==> src/rtl/dal_phy_pkg.sv <==
// Shared 4B/5B PHY definitions: line symbols, code tables and receiver FSM encoding.
package dal_phy_pkg;

  localparam int unsigned DWIDTH = 8;
  localparam int unsigned SYM_W  = 5;
  localparam int unsigned ST_W   = 3;

  localparam logic [SYM_W-1:0] SYM_J   = 5'b11000;
  localparam logic [SYM_W-1:0] SYM_K   = 5'b10001;
  localparam logic [SYM_W-1:0] SYM_T   = 5'b01101;
  localparam logic [SYM_W-1:0] SYM_PRE = 5'b10101;

  localparam int unsigned ST_HUNT_IDX = 0;
  localparam int unsigned ST_PRE_IDX  = 1;
  localparam int unsigned ST_DATA_IDX = 2;

  typedef enum logic [ST_W-1:0] {
    ST_HUNT = ST_W'(1 << ST_HUNT_IDX),
    ST_PRE  = ST_W'(1 << ST_PRE_IDX),
    ST_DATA = ST_W'(1 << ST_DATA_IDX)
  } rx_state_e;

  typedef struct packed {
    logic       valid;
    logic [3:0] nibble;
  } dec_t;

  function automatic logic [SYM_W-1:0] enc_4b5b(input logic [3:0] n);
    logic [SYM_W-1:0] s;
    case (n)
      4'h0: s = 5'b11110;  4'h1: s = 5'b01001;
      4'h2: s = 5'b10100;  4'h3: s = 5'b10101;
      4'h4: s = 5'b01010;  4'h5: s = 5'b01011;
      4'h6: s = 5'b01110;  4'h7: s = 5'b01111;
      4'h8: s = 5'b10010;  4'h9: s = 5'b10011;
      4'hA: s = 5'b10110;  4'hB: s = 5'b10111;
      4'hC: s = 5'b11010;  4'hD: s = 5'b11011;
      4'hE: s = 5'b11100;  default: s = 5'b11101;
    endcase
    return s;
  endfunction

  // Reverse lookup; control and unused codes come back with valid cleared.
  function automatic dec_t dec_5b4b(input logic [SYM_W-1:0] s);
    dec_t r;
    r = '0;
    for (int i = 0; i < 16; i++) begin
      if (enc_4b5b(4'(i)) == s) r = '{valid: 1'b1, nibble: 4'(i)};
    end
    return r;
  endfunction

endpackage

==> src/rtl/rx_4b5b_deframer_if.sv <==
// System-side byte/frame status bus produced by the 4B/5B deframer.
interface rx_4b5b_deframer_if;
  import dal_phy_pkg::*;

  logic [DWIDTH-1:0] data_out;
  logic              RX_RDY;
  logic              rx_frame;
  logic              frame_end;
  logic              code_err;

  modport master (output data_out, RX_RDY, rx_frame, frame_end, code_err);
  modport slave  (input  data_out, RX_RDY, rx_frame, frame_end, code_err);
endinterface

==> src/rtl/rx_bit_recover.sv <==
// Line front end: synchroniser, edge-locked sample point, NRZI decode and idle timer.
module rx_bit_recover #(
  parameter int unsigned OVS       = 4,
  parameter int unsigned IDLE_BITS = 5
) (
  input  logic clk,
  input  logic reset,
  input  logic rx,
  output logic bit_c,
  output logic bit_stb_c,
  output logic idle_to_c
);
  localparam int unsigned PHASE_W  = $clog2(OVS);
  localparam int unsigned IDLE_LIM = IDLE_BITS * OVS;
  localparam int unsigned IDLE_W   = $clog2(IDLE_LIM + 1);

  logic               meta_q, s_q, s_prev_q, s_stb_q;
  logic [PHASE_W-1:0] phase_q, phase_c;
  logic [IDLE_W-1:0]  idle_q;
  logic               line_edge_c;

  assign line_edge_c = s_q ^ s_prev_q;
  // The edge cycle itself counts as phase 0, so the sample lands OVS/2 clocks later.
  assign phase_c     = line_edge_c ? '0 : phase_q;
  assign bit_stb_c   = !line_edge_c && (phase_q == PHASE_W'(OVS / 2));
  assign bit_c       = s_q ^ s_stb_q;
  assign idle_to_c   = (idle_q == IDLE_W'(IDLE_LIM));

  always_ff @(posedge clk) begin
    if (reset) begin
      meta_q   <= 1'b1;
      s_q      <= 1'b1;
      s_prev_q <= 1'b1;
      s_stb_q  <= 1'b1;
      phase_q  <= '0;
      idle_q   <= '0;
    end else begin
      meta_q   <= rx;
      s_q      <= meta_q;
      s_prev_q <= s_q;
      if (bit_stb_c) s_stb_q <= s_q;
      phase_q  <= (phase_c == PHASE_W'(OVS - 1)) ? '0 : phase_c + PHASE_W'(1);
      if (line_edge_c)                      idle_q <= '0;
      else if (idle_q != IDLE_W'(IDLE_LIM)) idle_q <= idle_q + IDLE_W'(1);
    end
  end
endmodule

==> src/rtl/rx_4b5b_deframer.sv <==
// 4B/5B NRZI receiver: preamble/JK hunt, symbol-pair to byte decode, T/T end and error reporting.
module rx_4b5b_deframer
  import dal_phy_pkg::*;
#(
  parameter int unsigned OVS       = 4,
  parameter int unsigned IDLE_BITS = 5
) (
  input  logic                  clk,
  input  logic                  reset,
  input  logic                  RX,
  rx_4b5b_deframer_if.master    sys
);
  logic              bit_c, bit_stb_c, idle_to_c;
  rx_state_e         state_q, state_d;
  logic [4:0]        bit_cnt_q, bit_cnt_d;
  logic [3:0]        sym_bits_q, sym_bits_d;
  logic [9:0]        sh_q, sh_d;
  logic [DWIDTH-1:0] data_q, data_d;
  logic              rdy_q, rdy_d, frame_q, frame_d, end_q, end_d, err_q, err_d;
  dec_t              dec_hi_c, dec_lo_c;

  rx_bit_recover #(.OVS(OVS), .IDLE_BITS(IDLE_BITS)) u_bit_recover (
    .clk       (clk),
    .reset     (reset),
    .rx        (RX),
    .bit_c     (bit_c),
    .bit_stb_c (bit_stb_c),
    .idle_to_c (idle_to_c)
  );

  // Decisions are made on the post-shift window so outputs land one clock after the strobe.
  assign sh_d     = bit_stb_c ? {sh_q[8:0], bit_c} : sh_q;
  assign dec_hi_c = dec_5b4b(sh_d[9:5]);
  assign dec_lo_c = dec_5b4b(sh_d[4:0]);

  always_ff @(posedge clk) begin
    if (reset) begin
      state_q    <= ST_HUNT;
      bit_cnt_q  <= '0;
      sym_bits_q <= '0;
      sh_q       <= '0;
      data_q     <= '0;
      rdy_q      <= 1'b0;
      frame_q    <= 1'b0;
      end_q      <= 1'b0;
      err_q      <= 1'b0;
    end else begin
      state_q    <= state_d;
      bit_cnt_q  <= bit_cnt_d;
      sym_bits_q <= sym_bits_d;
      sh_q       <= sh_d;
      data_q     <= data_d;
      rdy_q      <= rdy_d;
      frame_q    <= frame_d;
      end_q      <= end_d;
      err_q      <= err_d;
    end
  end

  always_comb begin
    state_d    = state_q;
    bit_cnt_d  = bit_cnt_q;
    sym_bits_d = sym_bits_q;
    data_d     = data_q;
    frame_d    = frame_q;
    rdy_d      = 1'b0;
    end_d      = 1'b0;
    err_d      = 1'b0;
    unique case (state_q)
      ST_HUNT: begin
        if (bit_stb_c && sh_d[4:0] == SYM_PRE) begin
          state_d   = ST_PRE;
          bit_cnt_d = '0;
        end
      end
      ST_PRE: begin
        if (idle_to_c) begin
          state_d = ST_HUNT;
        end else if (bit_stb_c) begin
          if (sh_d == {SYM_J, SYM_K}) begin
            state_d    = ST_DATA;
            frame_d    = 1'b1;
            sym_bits_d = '0;
          end else if (sh_d[4:0] == SYM_PRE) begin
            bit_cnt_d = '0;
          end else begin
            bit_cnt_d = bit_cnt_q + 5'd1;
            if (bit_cnt_d == 5'd31) state_d = ST_HUNT;
          end
        end
      end
      ST_DATA: begin
        if (idle_to_c) begin
          err_d   = 1'b1;
          frame_d = 1'b0;
          state_d = ST_HUNT;
        end else if (bit_stb_c) begin
          if (sym_bits_q == 4'd9) begin
            sym_bits_d = '0;
            if (dec_hi_c.valid && dec_lo_c.valid) begin
              data_d = {dec_hi_c.nibble, dec_lo_c.nibble};
              rdy_d  = 1'b1;
            end else if (sh_d == {SYM_T, SYM_T}) begin
              end_d   = 1'b1;
              frame_d = 1'b0;
              state_d = ST_HUNT;
            end else begin
              err_d   = 1'b1;
              frame_d = 1'b0;
              state_d = ST_HUNT;
            end
          end else begin
            sym_bits_d = sym_bits_q + 4'd1;
          end
        end
      end
      default: state_d = ST_HUNT;
    endcase
  end

  assign sys.data_out  = data_q;
  assign sys.RX_RDY    = rdy_q;
  assign sys.rx_frame  = frame_q;
  assign sys.frame_end = end_q;
  assign sys.code_err  = err_q;
endmodule

==> src/flat_wrapper.sv <==
// flat-port wrapper written by rule: the top's interface ports become plain ports
module rx_4b5b_deframer_flat import dal_phy_pkg::*;
#(
  parameter int unsigned OVS       = 4,
  parameter int unsigned IDLE_BITS = 5
)
  (clk, reset, RX, sys_data_out, sys_RX_RDY, sys_rx_frame, sys_frame_end, sys_code_err);
  rx_4b5b_deframer_if sys_i ();
  input  logic clk;
  input  logic reset;
  input  logic RX;
  output wire logic [$bits(sys_i.data_out)-1:0] sys_data_out;
  output wire logic [$bits(sys_i.RX_RDY)-1:0] sys_RX_RDY;
  output wire logic [$bits(sys_i.rx_frame)-1:0] sys_rx_frame;
  output wire logic [$bits(sys_i.frame_end)-1:0] sys_frame_end;
  output wire logic [$bits(sys_i.code_err)-1:0] sys_code_err;
  assign sys_data_out = sys_i.data_out;
  assign sys_RX_RDY = sys_i.RX_RDY;
  assign sys_rx_frame = sys_i.rx_frame;
  assign sys_frame_end = sys_i.frame_end;
  assign sys_code_err = sys_i.code_err;
  rx_4b5b_deframer #(.OVS(OVS), .IDLE_BITS(IDLE_BITS)) u_core (.clk(clk), .reset(reset), .RX(RX), .sys(sys_i));
endmodule
==> config.mk <==
export PLATFORM = sky130hd
export DESIGN_NAME = rx_4b5b_deframer_flat
export DESIGN_NICKNAME = d
export VERILOG_FILES = /design/src/rtl/dal_phy_pkg.sv /design/src/rtl/rx_4b5b_deframer_if.sv /design/src/rtl/rx_bit_recover.sv /design/src/rtl/rx_4b5b_deframer.sv /design/src/flat_wrapper.sv
export SDC_FILE = /design/constraint.sdc
export NUM_CORES = 1
export LEC_CHECK = 0
export BUFFER_PORTS_ARGS = -buffer_cell sky130_fd_sc_hd__buf_2
export CAP_MARGIN = 0
export CORE_MARGIN = 3
export CORE_UTILIZATION = 55
export DETAILED_ROUTE_END_ITERATION = 16
export GPL_ROUTABILITY_DRIVEN = 0
export MAX_ROUTING_LAYER = met4
export PLACE_DENSITY_LB_ADDON = 0.25
export SYNTH_ARGS = -nofsm -noshare
export SYNTH_HDL_FRONTEND = slang
export SYNTH_SLANG_ARGS = --single-unit
==> constraint.sdc <==
create_clock -name clk -period 2 [get_ports clk]
set_input_delay 0.3 -clock clk [delete_from_list [all_inputs] [get_ports clk]]
set_output_delay 0.3 -clock clk [all_outputs]
set_load 0.05 [all_outputs]
==> flow_metrics.env, run 1 <==
export IMPL_final_area_um2=3620
export IMPL_synth_compound_area_share_pct=22.86
export IMPL_clk_latency_ns=0.31
export IMPL_critical_path_endpoint_type="flip-flop"
export IMPL_start_util_pct=57.86
export IMPL_fin_ws_ns=-0.07310
export IMPL_grt_pass1_vias=2614
export IMPL_synth_common_cells="dfxtp_1, nand2_1, a21oi_1, nand3_1, nor2_1"
export IMPL_rows=25
export IMPL_setup_viol=6
export IMPL_syn_avg_cell_area_um2=8.073
export IMPL_antenna_left=0
export IMPL_antenna_found_initial=0
export IMPL_area_growth_pct=30.73
export IMPL_cp_max_fo=6
export IMPL_dieHeight_um=76.96
export IMPL_synth_top_area_share_pct=32.54
export IMPL_ys_types=65
export IMPL_ios=15
export IMPL_drive_gt1_share_pct=34.32
export IMPL_critPathArrivalTime_ns=2.28
export IMPL_cts_tree="done"
export IMPL_tightest_slew_ns=0.4260
export IMPL_grt_total_usage_pct=26.14
export IMPL_leakage_nw=1.376
export IMPL_finalCritPeriodShare_pct=103.7
export IMPL_startpoint_type="flip-flop"
export IMPL_h_tree_depth=2
export IMPL_outcome="finished, violations left"
export IMPL_cap_violations=0
export IMPL_async_reset_ff_share_pct=0
export IMPL_yosysWarnings=0
export IMPL_portBuffers=14
export IMPL_placed_area_um2=3231
export IMPL_cts_buffers=5
export IMPL_power_mw=1.961
export IMPL_cts_root_buf="clkbuf_8"
export IMPL_yosys_area_top_type="dfxtp_1"
export IMPL_rr_startpoint="u_core.u_bit_recover.s_q$_SDFF_PP1_"
export IMPL_clk_pin_slew_ns=0.09
export IMPL_syn_area_um2=2769
export IMPL_synth_area_leaders="dfxtp_1, nand2_1, a21oi_1"
export IMPL_routed_wl_um=8257
export IMPL_cts_sinks=45
export IMPL_syn_inst=343
export IMPL_wl_per_cell_um=17.49
export IMPL_post_synth_top_count_cell="dfxtp_1"
export IMPL_failed_checks="setup timing"
export IMPL_die_width_um=76.96
export IMPL_via_count=2979
export IMPL_skew_ns=0.009233
export IMPL_worstSetupPathType="reg -> reg"
export IMPL_ys_flop_type="dfxtp_1"
export IMPL_grt_pass1_wl_um=12370
export IMPL_insertedDiodeCount=0
export IMPL_clock_path_buffers=2
export IMPL_slew_violations=0
export IMPL_period_needed_ns=2.073
export IMPL_hold_buffers=0
export IMPL_startpoint="u_core.u_bit_recover.s_q$_SDFF_PP1_"
export IMPL_cp_required_ns=2.20
export IMPL_dr_pass1_iters=6
export IMPL_hold_class="in -> reg"
export IMPL_grt_max_degree=19
export IMPL_core_area_um2=4786
export IMPL_ys_seq_area_share_pct=32.54
export IMPL_synthXorXnorAreaFrac_pct=4.202
export IMPL_nNetsFinal=414
export IMPL_grt_overflow_total=0
export IMPL_timing_fmax_mhz=482.4
export IMPL_drt_iter0_drc=353
export IMPL_syn_nets=353
export IMPL_fin_cells=472
export IMPL_max_vdd_ir_drop_v=0.0005067
export IMPL_synth_top_family_by_area="simple AND/OR/NAND/NOR gates"
export IMPL_ys_seq_elements=45
export IMPL_power_per_cell_area_nw_per_um2=541.6
export IMPL_synth_edf_count=0
export IMPL_hpwl_um=4930
export IMPL_holdWs_ns=0.1792
export IMPL_remaining_drc_errors=0
export IMPL_placedCellCount=452
export IMPL_hold_violations=0
export IMPL_synthSimpleGateAreaFrac_pct=25.94
export IMPL_hp_start="RX"
export IMPL_relSlewSlack_pct=71.24
export IMPL_viasPerCell=6.311
export IMPL_dieArea_um2=5922
export IMPL_synth_adder_area_share_pct=3.163
export IMPL_synthMuxAreaShare_pct=4.338
export IMPL_rsz0062_at_grt="true"
layout by cell type (no fill, tap or decap), types with 4 or more instances in the layout:
master    instances
a21oi_1          19
a31oi_1           7
buf_2            14
buf_4            63
buf_6             7
clkbuf_8          6
dfxtp_1          38
dfxtp_2           5
ha_1              7
inv_1            11
mux2i_1           9
nand2_1          43
nand2b_1          7
nand3_1          21
nand4_1           4
nor2_1           18
nor2b_1           4
nor3_1            8
nor3b_1           5
o21ai_0           9
o22ai_1           4
xor2_1            4
final cells by class:
type,instances,area [um^2]
Clock inverter,2,37.54
Tap cell,67,83.83
Sequential cell,45,914.6
Inverter,11,41.29
Timing Repair Buffer,84,621.8
Clock buffer,6,82.58
Fill cell,325,1166
Multi-Input combinational cell,257,1838
stage by stage:
step | utilization, % | TNS [ns] | setup WS (ns)
after CTS | 72.34 | 0 | 0.003182
after global placement | 67.50 | -2.957 | -0.2568
after global routing | 75.63 | -0.9983 | -0.1255
final | 75.63 | -0.1930 | -0.07310
after floorplan | - | -0.1624 | -0.05659
after detailed placement | 67.50 | -3.467 | -0.2907
routing by layer:
metal	vias to the layer above	share of wire [%]	track usage, %
met2	199	46	41.11
met4	0	3.6	8.152
met5	-	0	-
met1	1376	41	33.92
li1	1359	-	-
met3	45	9.0	5.164
where the power goes:
part	internal, mW	total (mW)	switching (mW)
Clock	0.406	0.736	0.330
Sequential	0.909	0.926	0.0169
Combinational	0.136	0.298	0.163
timing repair:
item,4_1_cts,5_1_grt
endpoints found under the setup margin,21,22
endpoints found under the hold margin,0,0
pin swaps,15,7
buffers inserted,11,3
resized for setup,17,31
worst paths after layout:
path         depth (start not counted)  slack, ns                                      to
max                                  8      -0.07          u_core.state_q[0]$_SDFFE_PP1P_
min                                  2       0.18  u_core.u_bit_recover.meta_q$_SDFF_PP1_
min reg2reg                          1       0.45     u_core.u_bit_recover.s_q$_SDFF_PP1_
max reg2reg                          8      -0.07          u_core.state_q[0]$_SDFFE_PP1P_
sequential cells by signal (all words and copies together), names as in the netlist, 2 cells and up:
signal and flops:
u_core.sh_q 10, u_core.sys.data_out 8, u_core.bit_cnt_q 5, u_core.u_bit_recover.idle_q 5, u_core.sym_bits_q 4, u_core.state_q 3
u_core.u_bit_recover.phase_q 2
logic make-up after synthesis:
logic type / after synthesis
and+or+nand+nor: 140
AOI/OAI and AO/OA: 90
buffers and inverters: 41
xor gates and xnor gates: 9
DFF: 45
muxes: 11
adders and majority gates: 7
critical path: stages (launching register included):
cell	delay (ns)
dfxtp_4	0.42
xor2_4	0.28
o2111ai_2	0.16
a211oi_4	0.40
nand2_1	0.15
buf_4	0.17
buf_4	0.12
a21o_1	0.16
o311a_1	0.11
No activity file was read; power rests on OpenSTA's default activity.
==> run 2: changes to the inputs <==
--- a/config.mk
+++ b/config.mk
@@ -12,7 +12,7 @@
 export DETAILED_ROUTE_END_ITERATION = 16
 export GPL_ROUTABILITY_DRIVEN = 0
 export MAX_ROUTING_LAYER = met4
-export PLACE_DENSITY_LB_ADDON = 0.25
+export PLACE_DENSITY_LB_ADDON = 0.2
 export SYNTH_ARGS = -nofsm -noshare
 export SYNTH_HDL_FRONTEND = slang
 export SYNTH_SLANG_ARGS = --single-unit
==> run 2 against run 1 <==
Against the previous run: the flow now finishes without violations; register-to-register slack improved by 0.07 ns; clock skew barely moved; sequential cell count did not move; first-iteration DRC count fell by 52%; critical endpoint is now u_core.sym_bits_q[3]$_SDFFE_PP0P_; largest power group unchanged; highest routed layer unchanged.
==> flow_metrics.env, run 2 (synthesis gave the netlist of run 1 again) <==
export IMPL_outcome="complete, no violations"
export IMPL_grt_total_usage_pct=25.34
export IMPL_viasPerCell=6.034
export IMPL_timing_fmax_mhz=500.1
export IMPL_hold_class="in -> reg"
export IMPL_hold_buffers=0
export IMPL_drive_gt1_share_pct=33.17
export IMPL_leakage_nw=1.353
export IMPL_antenna_left=0
export IMPL_placedCellCount=454
export IMPL_area_growth_pct=28.42
export IMPL_core_area_um2=4786
export IMPL_startpoint_type="flip-flop"
export IMPL_fillCellCount=350
export IMPL_cts_root_buf="clkbuf_8"
export IMPL_critical_path_endpoint_type="flip-flop"
export IMPL_routed_wl_um=7330
export IMPL_final_area_um2=3556
export IMPL_pre_cts_slack_ns=-0.3050
export IMPL_cts_tree="done"
export IMPL_rsz0062_at_grt="true"
export IMPL_clock_path_buffers=2
export IMPL_largest_register="u_core.sh_q"
export IMPL_hpwl_um=5051
export IMPL_placed_area_um2=3246
export IMPL_rows=25
export IMPL_dieArea_um2=5922
export IMPL_antenna_found_initial=0
export IMPL_layout_common_cells="buf_4, nand2_1, dfxtp_1"
export IMPL_insertedDiodeCount=0
export IMPL_tightest_slew_ns=0.4489
export IMPL_ios=15
export IMPL_max_vdd_ir_drop_v=0.0004585
export IMPL_clk_pin_slew_ns=0.09
export IMPL_setup_viol=0
export IMPL_critPathArrivalTime_ns=2.25
export IMPL_cap_violations=0
export IMPL_finalCritPeriodShare_pct=99.99
export IMPL_dieHeight_um=76.96
export IMPL_grt_pass1_wl_um=11960
export IMPL_h_tree_depth=2
export IMPL_die_width_um=76.96
export IMPL_power_per_cell_area_nw_per_um2=500.8
export IMPL_drt_iter0_drc=169
export IMPL_relSlewSlack_pct=69.67
export IMPL_skew_ns=0.009638
export IMPL_worstSetupPathType="reg -> reg"
export IMPL_fin_ws_ns=0.0002403
export IMPL_cp_required_ns=2.25
export IMPL_grt_pass1_vias=2544
export IMPL_cts_sinks=45
export IMPL_nNetsFinal=413
export IMPL_period_needed_ns=2.000
export IMPL_slew_violations=0
export IMPL_fin_cells=471
export IMPL_portBuffers=14
export IMPL_hold_violations=0
export IMPL_clk_latency_ns=0.31
export IMPL_remaining_drc_errors=0
export IMPL_cts_buffers=5
export IMPL_grt_max_degree=19
export IMPL_start_util_pct=57.86
export IMPL_wl_per_cell_um=15.56
export IMPL_cp_max_fo=4
export IMPL_largest_register_ffs=10
export IMPL_via_count=2842
export IMPL_tns_ns=0
export IMPL_final_common_cell="buf_4"
export IMPL_grt_overflow_total=0
export IMPL_holdWs_ns=0.1769
export IMPL_dr_pass1_iters=5
run 2: final timing paths:
path	from	end	slack, ns	cells past startpoint
max	u_core.sh_q[3]$_SDFF_PP0_	u_core.sym_bits_q[3]$_SDFFE_PP0P_	0.0002	6
min	RX	u_core.u_bit_recover.meta_q$_SDFF_PP1_	0.18	2
max reg2reg	u_core.sh_q[3]$_SDFF_PP0_	u_core.sym_bits_q[3]$_SDFFE_PP0P_	0.0002	6
min reg2reg	u_core.u_bit_recover.meta_q$_SDFF_PP1_	u_core.u_bit_recover.s_q$_SDFF_PP1_	0.44	1
run 2: routing by layer:
| metal | part of all wire, % | GRT usage, % |
|---|---|---|
| met5 | 0 | - |
| met4 | 3.1 | 10.69 |
| met3 | 6.0 | 4.812 |
| met2 | 44 | 38.24 |
| met1 | 47 | 33.19 |
run 2: what timing repair did:
item / in CTS / in global routing
endpoints found under the setup margin: 22 / 21
pin swaps: 13 / 9
resized for setup: 19 / 24
gates cloned: 0 / 0
setup buffers: 6 / 4
run 2: stage by stage:
step	power [mW]	utilization [%]
finish	1.781	74.30
floorplan	1.075	-
global route	1.851	74.30
detailed placement	1.181	67.82
global placement	1.175	67.82
CTS	1.759	71.61
run 2: area by class of cell:
cell class	instances	area (um^2)	area share, %
clock buffers	6	72.57	2.041
flip-flops and latches	45	914.6	25.72
multi-input cells	257	1826	51.34
repair buffers	83	603.1	16.96
inverters	11	41.29	1.161
clock inverters	2	15.01	0.4222
well taps	67	83.83	2.357
run 2: critical path: stages, from the launching register on:
cell and delay, ns:
dfxtp_2 0.37, nor4bb_4 0.32, nand4_1 0.22, a211oi_4 0.39, a32oi_2 0.16, or4_1 0.40, o21ai_1 0.08
run 2: power breakdown:
part	total, mW	leakage, nW	switching [mW]	internal [mW]
registers	0.927	0.366	0.0173	0.910
clock network	0.575	0.0374	0.329	0.246
logic	0.279	0.950	0.148	0.131
total	1.78	1.35	0.493	1.29
